[src/rtl/uart_tx_fifo.sv]
// Purpose : buffered UART transmitter; FIFO feeds a start/data/parity/stop serialiser.
// Latency : push in cycle N -> popped in N+1 -> start bit on o_tx from N+2; frames back-to-back.
// Backpr. : o_ready = !full from registered pointers only; a full FIFO refuses pushes even on a pop.
//
// Ports:
//   clock, reset      rising-edge clock, synchronous active-high reset
//   i_data/i_valid    word to send; accepted when i_valid && o_ready
//   o_ready           FIFO has space
//   o_tx              serial line, idle high
//   o_busy            serialiser mid-frame
//   o_count           words buffered (excluding the one being shifted out)
//   o_idle            nothing buffered and nothing in flight
module uart_tx_fifo #(
    parameter int clocks_per_bit = 80000,
    parameter int data_bits      = 8,
    parameter int parity_mode    = 0,
    parameter int stop_bits      = 1,
    parameter int fifo_depth     = 16
) (
    input  logic                          clock,
    input  logic                          reset,
    input  logic [data_bits-1:0]          i_data,
    input  logic                          i_valid,
    output logic                          o_ready,
    output logic                          o_tx,
    output logic                          o_busy,
    output logic [$clog2(fifo_depth):0]   o_count,
    output logic                          o_idle
);

    localparam int AW = $clog2(fifo_depth);
    localparam int CW = (clocks_per_bit > 2) ? $clog2(clocks_per_bit) : 1;

    localparam logic [CW-1:0] BAUD_LAST = CW'(clocks_per_bit - 1);
    localparam logic [CW-1:0] BAUD_ONE  = CW'(1);
    localparam logic [3:0]    DATA_LAST = 4'(data_bits - 1);
    localparam logic [3:0]    STOP_LAST = 4'(stop_bits - 1);
    localparam logic [AW:0]   PTR_ONE   = (AW+1)'(1);

    typedef enum logic [2:0] {
        S_IDLE,
        S_START,
        S_DATA,
        S_PARITY,
        S_STOP
    } state_t;

    // ------------------------------------------------------------------
    // FIFO: pointers carry one extra wrap bit to tell full from empty.
    // ------------------------------------------------------------------
    logic [data_bits-1:0] mem [fifo_depth];
    logic [AW:0]          wr_ptr;
    logic [AW:0]          rd_ptr;
    logic                 full;
    logic                 empty;
    logic                 push;
    logic                 pop;
    logic [data_bits-1:0] head;

    assign full  = (wr_ptr[AW] != rd_ptr[AW]) && (wr_ptr[AW-1:0] == rd_ptr[AW-1:0]);
    assign empty = (wr_ptr == rd_ptr);
    assign push  = i_valid && !full;
    assign head  = mem[rd_ptr[AW-1:0]];

    always_ff @(posedge clock) begin
        if (push) begin
            mem[wr_ptr[AW-1:0]] <= i_data;
        end
    end

    always_ff @(posedge clock) begin
        if (reset) begin
            wr_ptr <= '0;
            rd_ptr <= '0;
        end else begin
            if (push) begin
                wr_ptr <= wr_ptr + PTR_ONE;
            end
            if (pop) begin
                rd_ptr <= rd_ptr + PTR_ONE;
            end
        end
    end

    // ------------------------------------------------------------------
    // Serialiser
    // ------------------------------------------------------------------
    state_t               state, state_n;
    logic [CW-1:0]        baud_cnt, baud_n;
    logic [3:0]           bit_idx, bit_n;      // data bit index, reused as stop-bit index
    logic [data_bits-1:0] shift_q, shift_n;
    logic                 par_q, par_n;
    logic                 par_calc;
    logic                 baud_done;

    // Odd mode: parity = inverted XOR so data+parity has an odd count of ones.
    assign par_calc  = (parity_mode == 1) ? ~(^head) : (^head);
    assign baud_done = (baud_cnt == BAUD_LAST);

    always_ff @(posedge clock) begin
        if (reset) begin
            state    <= S_IDLE;
            baud_cnt <= '0;
            bit_idx  <= '0;
            shift_q  <= '0;
            par_q    <= 1'b0;
        end else begin
            state    <= state_n;
            baud_cnt <= baud_n;
            bit_idx  <= bit_n;
            shift_q  <= shift_n;
            par_q    <= par_n;
        end
    end

    always_comb begin
        state_n = state;
        baud_n  = baud_cnt + BAUD_ONE;
        bit_n   = bit_idx;
        shift_n = shift_q;
        par_n   = par_q;
        pop     = 1'b0;
        case (state)
            S_IDLE: begin
                baud_n = '0;
                bit_n  = '0;
                if (!empty) begin
                    pop     = 1'b1;
                    shift_n = head;
                    par_n   = par_calc;
                    state_n = S_START;
                end
            end
            S_START: begin
                if (baud_done) begin
                    baud_n  = '0;
                    bit_n   = '0;
                    state_n = S_DATA;
                end
            end
            S_DATA: begin
                if (baud_done) begin
                    baud_n  = '0;
                    shift_n = shift_q >> 1;
                    if (bit_idx == DATA_LAST) begin
                        bit_n   = '0;
                        state_n = (parity_mode != 0) ? S_PARITY : S_STOP;
                    end else begin
                        bit_n = bit_idx + 4'd1;
                    end
                end
            end
            S_PARITY: begin
                if (baud_done) begin
                    baud_n  = '0;
                    bit_n   = '0;
                    state_n = S_STOP;
                end
            end
            S_STOP: begin
                if (baud_done) begin
                    baud_n = '0;
                    if (bit_idx == STOP_LAST) begin
                        bit_n = '0;
                        // Chain straight into the next start bit when data is waiting.
                        if (!empty) begin
                            pop     = 1'b1;
                            shift_n = head;
                            par_n   = par_calc;
                            state_n = S_START;
                        end else begin
                            state_n = S_IDLE;
                        end
                    end else begin
                        bit_n = bit_idx + 4'd1;
                    end
                end
            end
            default: begin
                state_n = S_IDLE;
            end
        endcase
    end

    // Line level is decoded from registered state only.
    always_comb begin
        o_tx = 1'b1;
        case (state)
            S_START:  o_tx = 1'b0;
            S_DATA:   o_tx = shift_q[0];
            S_PARITY: o_tx = par_q;
            default:  o_tx = 1'b1;
        endcase
    end

    assign o_ready = !full;
    assign o_busy  = (state != S_IDLE);
    assign o_count = wr_ptr - rd_ptr;
    assign o_idle  = !o_busy && empty;

endmodule

[config.mk]
export PLATFORM = sky130hd
export DESIGN_NAME = uart_tx_fifo
export DESIGN_NICKNAME = d
export VERILOG_FILES = /design/src/rtl/uart_tx_fifo.sv
export SDC_FILE = /design/constraint.sdc
export NUM_CORES = 1
export LEC_CHECK = 0
export BUFFER_PORTS_ARGS = -buffer_cell sky130_fd_sc_hd__buf_2
export CORE_ASPECT_RATIO = 0.7
export CORE_MARGIN = 4
export CORE_UTILIZATION = 66
export DETAILED_ROUTE_END_ITERATION = 16
export PLACE_DENSITY_LB_ADDON = 0.08
export SKIP_LAST_GASP = 1
export SLEW_MARGIN = 20
export SYNTH_ARGS = -nofsm -noshare
export SYNTH_HDL_FRONTEND = slang
export SYNTH_SLANG_ARGS = --single-unit
[constraint.sdc]
create_clock -name clock -period 4.3 [get_ports clock]
set_clock_uncertainty 0.2 [all_clocks]
set_input_delay 0.43 -clock clock [delete_from_list [all_inputs] [get_ports clock]]
set_output_delay 0.43 -clock clock [all_outputs]
set_load 0.005 [all_outputs]
==> reports/metrics.cfg, run 1 <==
[setup_path]
worstSetupPathType=register to register
cp.required_ns=4.14
rr_worst_depth=6
timing.critical_path.buf_inv=0
end_kind=register
path_max_fanout=10
cp_slowest_stage_delay_ns=0.78
slowest_stage=nor2_1
crit_arrival_ns=2.95
crit_start=wr_ptr[2]
crit_family=simple AND/OR/NAND/NOR gates
critical_path_depth=6
start_kind=register
reg2reg_from=wr_ptr[2]
path_cells=ha_1 > and4_1 > nand2b_1 > and2_1 > nand2_1 > nor2_1

[sta]
maxSlewHeadroom=0.317
rsz0062_at_grt=false
clock.fmax_mhz=322
hold_viol_final=0
fin_crit_ns=3.11
setup_slack_ns=1.19
finalSetupViolCount=0
slew_violations=0
tightest_slew_ns=1.02
final.setup.tns_ns=0
min_period_over_period=0.723

[yosys]
async_reset_ff_frac=0
synth_cells=496
synth-simple-area-share=0.0947
synthAdderAreaFrac=0.0250
synth-edff-count=128
synthMuxAreaShare=0.109
synth_flop_cell=edfxtp_1
synth_nets=520
syn-cell-area_sq_um=7260
synth_top_family_by_area=multiplexers
synth_seq_cells=175
seq_area_frac_synth=0.659
synth_compound_area_frac=0.0496
syn_avg_cell_area_sq_um=14.6
synthXorXnorAreaFrac=0.0410
synthDistinctLibCells=49
yosysWarnings=0

[detailed_routing]
wl_um=15000
drt_iter0_drc=511
via_per_inst=6.32
dr_wl_met2_um=7090
vias=4286
first_pass_iters=5
met3WireLength_um=1190
wl_met1_um=6600
ant_nets=0
drcViolationCount=0
wl_per_cell_um=22.2
highest_layer=met4

[clock_network]
cts.sinks=175
clock_latency_ns=0.42
post_cts_buffers=0
cts_tree=done
cts_resized=0
clk_path_buf_depth=2
cts_made_buffers=17
cts_root_buffer=clkbuf_16
clkTransAtPathRegs_ns=0.07
h-tree-depth=4
cts_hold_buf=0

[grt]
first_global_vias=4179
antenna_found_initial=0
grt_usage=0.252
grt_overflow_total=0
grt_max_degree=33
grt_pass1_wl_um=23500

[run]
drv_cap=0

[die]
coreArea_sq_um=10600
initial_utilization=0.689
fp.dieW_um=133
io_pins=20
rows=31
die-height_um=95.8
die-area_sq_um=12800

[min_path]
holdPathStages=1
min_path_type=input port to register
hold_start=i_data[5]

[power]
power_density_nw_per_um2=537
peakVddDrop_uv=408
p_leak_nw=2.66

[cells_and_area]
diodes=0
layout_common_cells=128 x edfxtp_1, 66 x nor2_1, 46 x dfxtp_1
area_growth_pct=11.2
drive_gt1_frac=0.183
final_common_cell=edfxtp_1
fin_nets=541
n_fill_cell=642
final_area_sq_um=8080

[place]
placed_area_sq_um=7500
gp_congestion=0.786
portBuffers=19
pre_cts_ws_ns=1.30
hpwl_um=9790

[outcome]
status=finished, final reports clean

[path summary, 6_finish.rpt]
kind | endpoint | slack [ns]
worst max-delay path | mem[15][3] | 1.19
worst min-delay path | mem[14][5] | 0.20
worst max register to register | mem[15][3] | 1.19
worst min register to register | baud_cnt[0] | 0.25
[power by group]
part | internal, mW | switching (mW)
Sequential | 1.89 | 0.0744
Clock | 0.904 | 0.615
Combinational | 0.382 | 0.471
[cell type report]
cell class / count / area [sq um] / area share
clock buffer: 19 / 433 / 0.0536
inverter: 14 / 52.6 / 0.00651
multi-input combinational: 282 / 2320 / 0.287
tap: 148 / 185 / 0.0229
timing repair buffer: 27 / 155 / 0.0192
clock inverter: 13 / 146 / 0.0181
sequential: 175 / 4790 / 0.593
[worst reg2reg max path, stage by stage, from the launching register on]
cell	delay, ns
dfxtp_1	0.55
ha_1	0.35
and4_1	0.22
nand2b_1	0.08
and2_1	0.32
nand2_1	0.22
nor2_1	0.78
[synthesized netlist by cell type (2+ instances only)]
cell type  instances  area share
a2111oi_0          2      0.0024
a211oi_1           8      0.0083
a21o_1             2      0.0021
a21oi_1           10      0.0069
a22oi_1           18       0.019
and2_1             4      0.0034
and3_1             2      0.0017
and4_1             2      0.0024
buf_1              3      0.0016
buf_2              8      0.0055
clkbuf_1          12      0.0062
dfxtp_1           47        0.13
edfxtp_1         128        0.53
ha_1              12       0.021
inv_1             14      0.0072
mux2i_1            7      0.0096
mux4_2            32       0.099
nand2_1           27       0.014
nand2b_1           5      0.0043
nand3_1            9      0.0062
nand4_1            4      0.0034
nor2_1            66       0.034
nor2b_1            5      0.0043
nor3_1             8      0.0055
o21ai_0            4      0.0028
or2_2              2      0.0017
xnor2_1           20       0.024
xor2_1            14       0.017
[through the flow]
stage | utilization | hold WS [ns] | power (mW) | std cells
3_3_place_gp | 0.711 | 0.227 | 2.80 | 646
2_1_floorplan | - | 0.218 | 2.61 | 496
4_1_cts | 0.766 | 0.187 | 4.34 | 678
3_5_place_dp | 0.711 | 0.237 | 2.83 | 646
5_1_grt | 0.766 | 0.193 | 4.51 | 678
6_report | 0.766 | 0.195 | 4.34 | 678
[registers in the layout, indices dropped and copies added (netlist names), named ones only]
name,flops
shift_q,8
bit_idx,4
rd_ptr,5
mem,128
state,3
baud_cnt,17
wr_ptr,5
par_q,1
[cell families after synthesis]
group	Yosys count
AOI/OAI and AO/OA	51
xor gates and xnor gates	34
adders and majority gates	14
buffers and inverters	39
DFF	175
muxes	39
and+or+nand+nor	144
[routing by layer]
| metal | vias up | GRT usage |
|---|---|---|
| li1 | 1893 | - |
| met1 | 2178 | 0.361 |
| met2 | 199 | 0.391 |
| met3 | 16 | 0.0632 |
| met4 | 0 | 0.0779 |
| met5 | - | 0 |
Note: power is estimated with default switching activity, not from simulation.
==> run 2: changes to the inputs <==
- ABC_AREA: default -> 1
- CORE_UTILIZATION: 66 -> 56
- clock period: 4.3 -> 2.7 ns (I/O delays scaled with it)
==> run 2 against run 1 <==
Compared with the run above: first-iteration DRC count rose by 10%; register-to-register slack lost 1.2 ns; flip-flop and latch count stayed put; core utilization fell by 11 points; sequential power grew 59%; synthesized area up 8.2%; via count rose by 32%; critical path type unchanged; largest cell class unchanged; largest power group unchanged; highest routed layer unchanged.
==> reports/metrics.cfg, run 2 <==
[power]
peakVddDrop_uv=402
p_leak_nw=3.51
power_density_nw_per_um2=905

[cells_and_area]
fin_util=0.653
area_growth_pct=11.7
largest_register_ffs=128
diodes=0
drive_gt1_frac=0.107
layout_common_cells=232 x nand2_1, 128 x edfxtp_1, 87 x inv_1
final_area_sq_um=8780
final_common_cell=nand2_1
n_fill_cell=1089
fin_nets=868

[place]
placed_area_sq_um=8160
portBuffers=19
pre_cts_ws_ns=0.0843
gp_congestion=0.941
hpwl_um=12500

[grt]
grt_pass1_wl_um=28700
grt_max_degree=73
first_global_vias=5422
grt_overflow_total=0
grt_usage=0.237
antenna_found_initial=0

[sta]
setup_slack_ns=0.0135
tightest_slew_ns=0.822
maxSlewHeadroom=0.450
finalSetupViolCount=0
final.setup.tns_ns=0
fin_crit_ns=2.69
slew_violations=0
clock.fmax_mhz=372
min_period_over_period=0.995
rsz0062_at_grt=true
hold_viol_final=0

[clock_network]
clock_latency_ns=0.42
cts.sinks=175
cts_hold_buf=0
cts_tree=done
h-tree-depth=4
clkTransAtPathRegs_ns=0.08
cts_made_buffers=17
clk_path_buf_depth=2
cts_root_buffer=clkbuf_16

[setup_path]
start_kind=register
cp.required_ns=2.55
crit_arrival_ns=2.54
worstSetupPathType=register to register
path_max_fanout=8
end_kind=register

[detailed_routing]
first_pass_iters=5
wl_um=18400
ant_nets=0
drcViolationCount=0
vias=5651
wl_per_cell_um=17.6
drt_iter0_drc=562
via_per_inst=5.42

[die]
fp.dieW_um=150
coreArea_sq_um=13400
die-area_sq_um=16000
rows=35
io_pins=20
initial_utilization=0.585
die-height_um=107

[yosys]
synth_cells=821
seq_area_frac_synth=0.609
synth.top_cell.area_share=0.489
synth_seq_cells=175
syn_avg_cell_area_sq_um=9.58
yosysWarnings=0
yosys-top-cells-count=233 x nand2_1, 128 x edfxtp_1, 87 x inv_1
synth.most_common_cell=nand2_1
synth_top_area_cell=edfxtp_1
synth-edff-count=128
syn-cell-area_sq_um=7860
ys_top_cells_by_area=edfxtp_1 49%, dfxtp_1 12%, nand2_1 11%, nand3_1 5.3%, inv_1 4.2%
async_reset_ff_frac=0
synthDistinctLibCells=37
synth_nets=845
synth_flop_cell=edfxtp_1

[min_path]
min_path_type=input port to register

[run]
drv_cap=0

[outcome]
status=finished, final reports clean

==> run 2: cell types whose count changed after synthesis, sizes merged, moves of 20 or more <==
cell	delta
a21oi	+20
inv	+78
mux4	-32
nand2	+206
nand3	+76
o21ai	+21
==> run 2: per-layer routing <==
metal / share of wire / global-route usage / vias to the layer above
met5: 0 / 0 / -
met4: 0.011 / 0.0581 / 0
met3: 0.087 / 0.0608 / 17
met2: 0.43 / 0.355 / 244
met1: 0.47 / 0.349 / 2620
li1: - / - / 2770
==> run 2: kinds of logic after synthesis <==
kind of cell               synth area share
and+or+nand+nor                       0.230
buffers and inverters                0.0673
adders and majority gates            0.0216
xor gates and xnor gates             0.0167
AOI/OAI and AO/OA                    0.0557
DFF                                   0.609
==> run 2: layout make-up <==
type                       count  area (sq um)  share of cell area
clock buffer                  17           425              0.0484
clock inverter                15           189              0.0215
inverter                      92           345              0.0393
multi-input combinational    524          2560               0.292
sequential                   175          4790               0.545
tap                          185           231              0.0263
timing repair buffer          34           245              0.0279
==> run 2: worst paths after layout <==
check	cells past startpoint	end	startpoint	slack, ns
setup / recovery	9	mem[6][4]	rd_ptr[2]	0.01
hold reg to reg	1	baud_cnt[0]	baud_cnt[0]	0.25
hold / removal	3	wr_ptr[1]	i_valid	0.05
setup reg to reg	9	mem[6][4]	rd_ptr[2]	0.01
==> run 2: power breakdown <==
part | internal, mW | switching [mW]
Clock | 1.41 | 1.13
Sequential | 3.03 | 0.0923
Combinational | 0.744 | 1.55
==> run 2: critical path, cell delays in order, from the launching register on <==
cell and delay [ns]:
dfxtp_1 0.36, inv_1 0.09, ha_1 0.35, nand3_1 0.12, nor2_1 0.05, nand2_1 0.07, nand2_1 0.14, inv_1 0.15
nand2_1 0.19, nor2_1 0.60
==> run 2: repair_timing <==
action / 4_1_cts / 5_1_grt
endpoints found under the setup margin: 0 / 58
buffers inserted: 0 / 0
resized for setup: 0 / 6
==> run 2: metrics by stage <==
step / total power, mW / hold slack (ns) / instances
floorplan: 4.84 / 0.169 / 821
global placement: 5.35 / 0.227 / 1010
detailed placement: 5.41 / 0.237 / 1010
CTS: 7.93 / 0.0311 / 1042
global route: 8.37 / 0.0615 / 1042
finish: 7.95 / 0.0492 / 1042
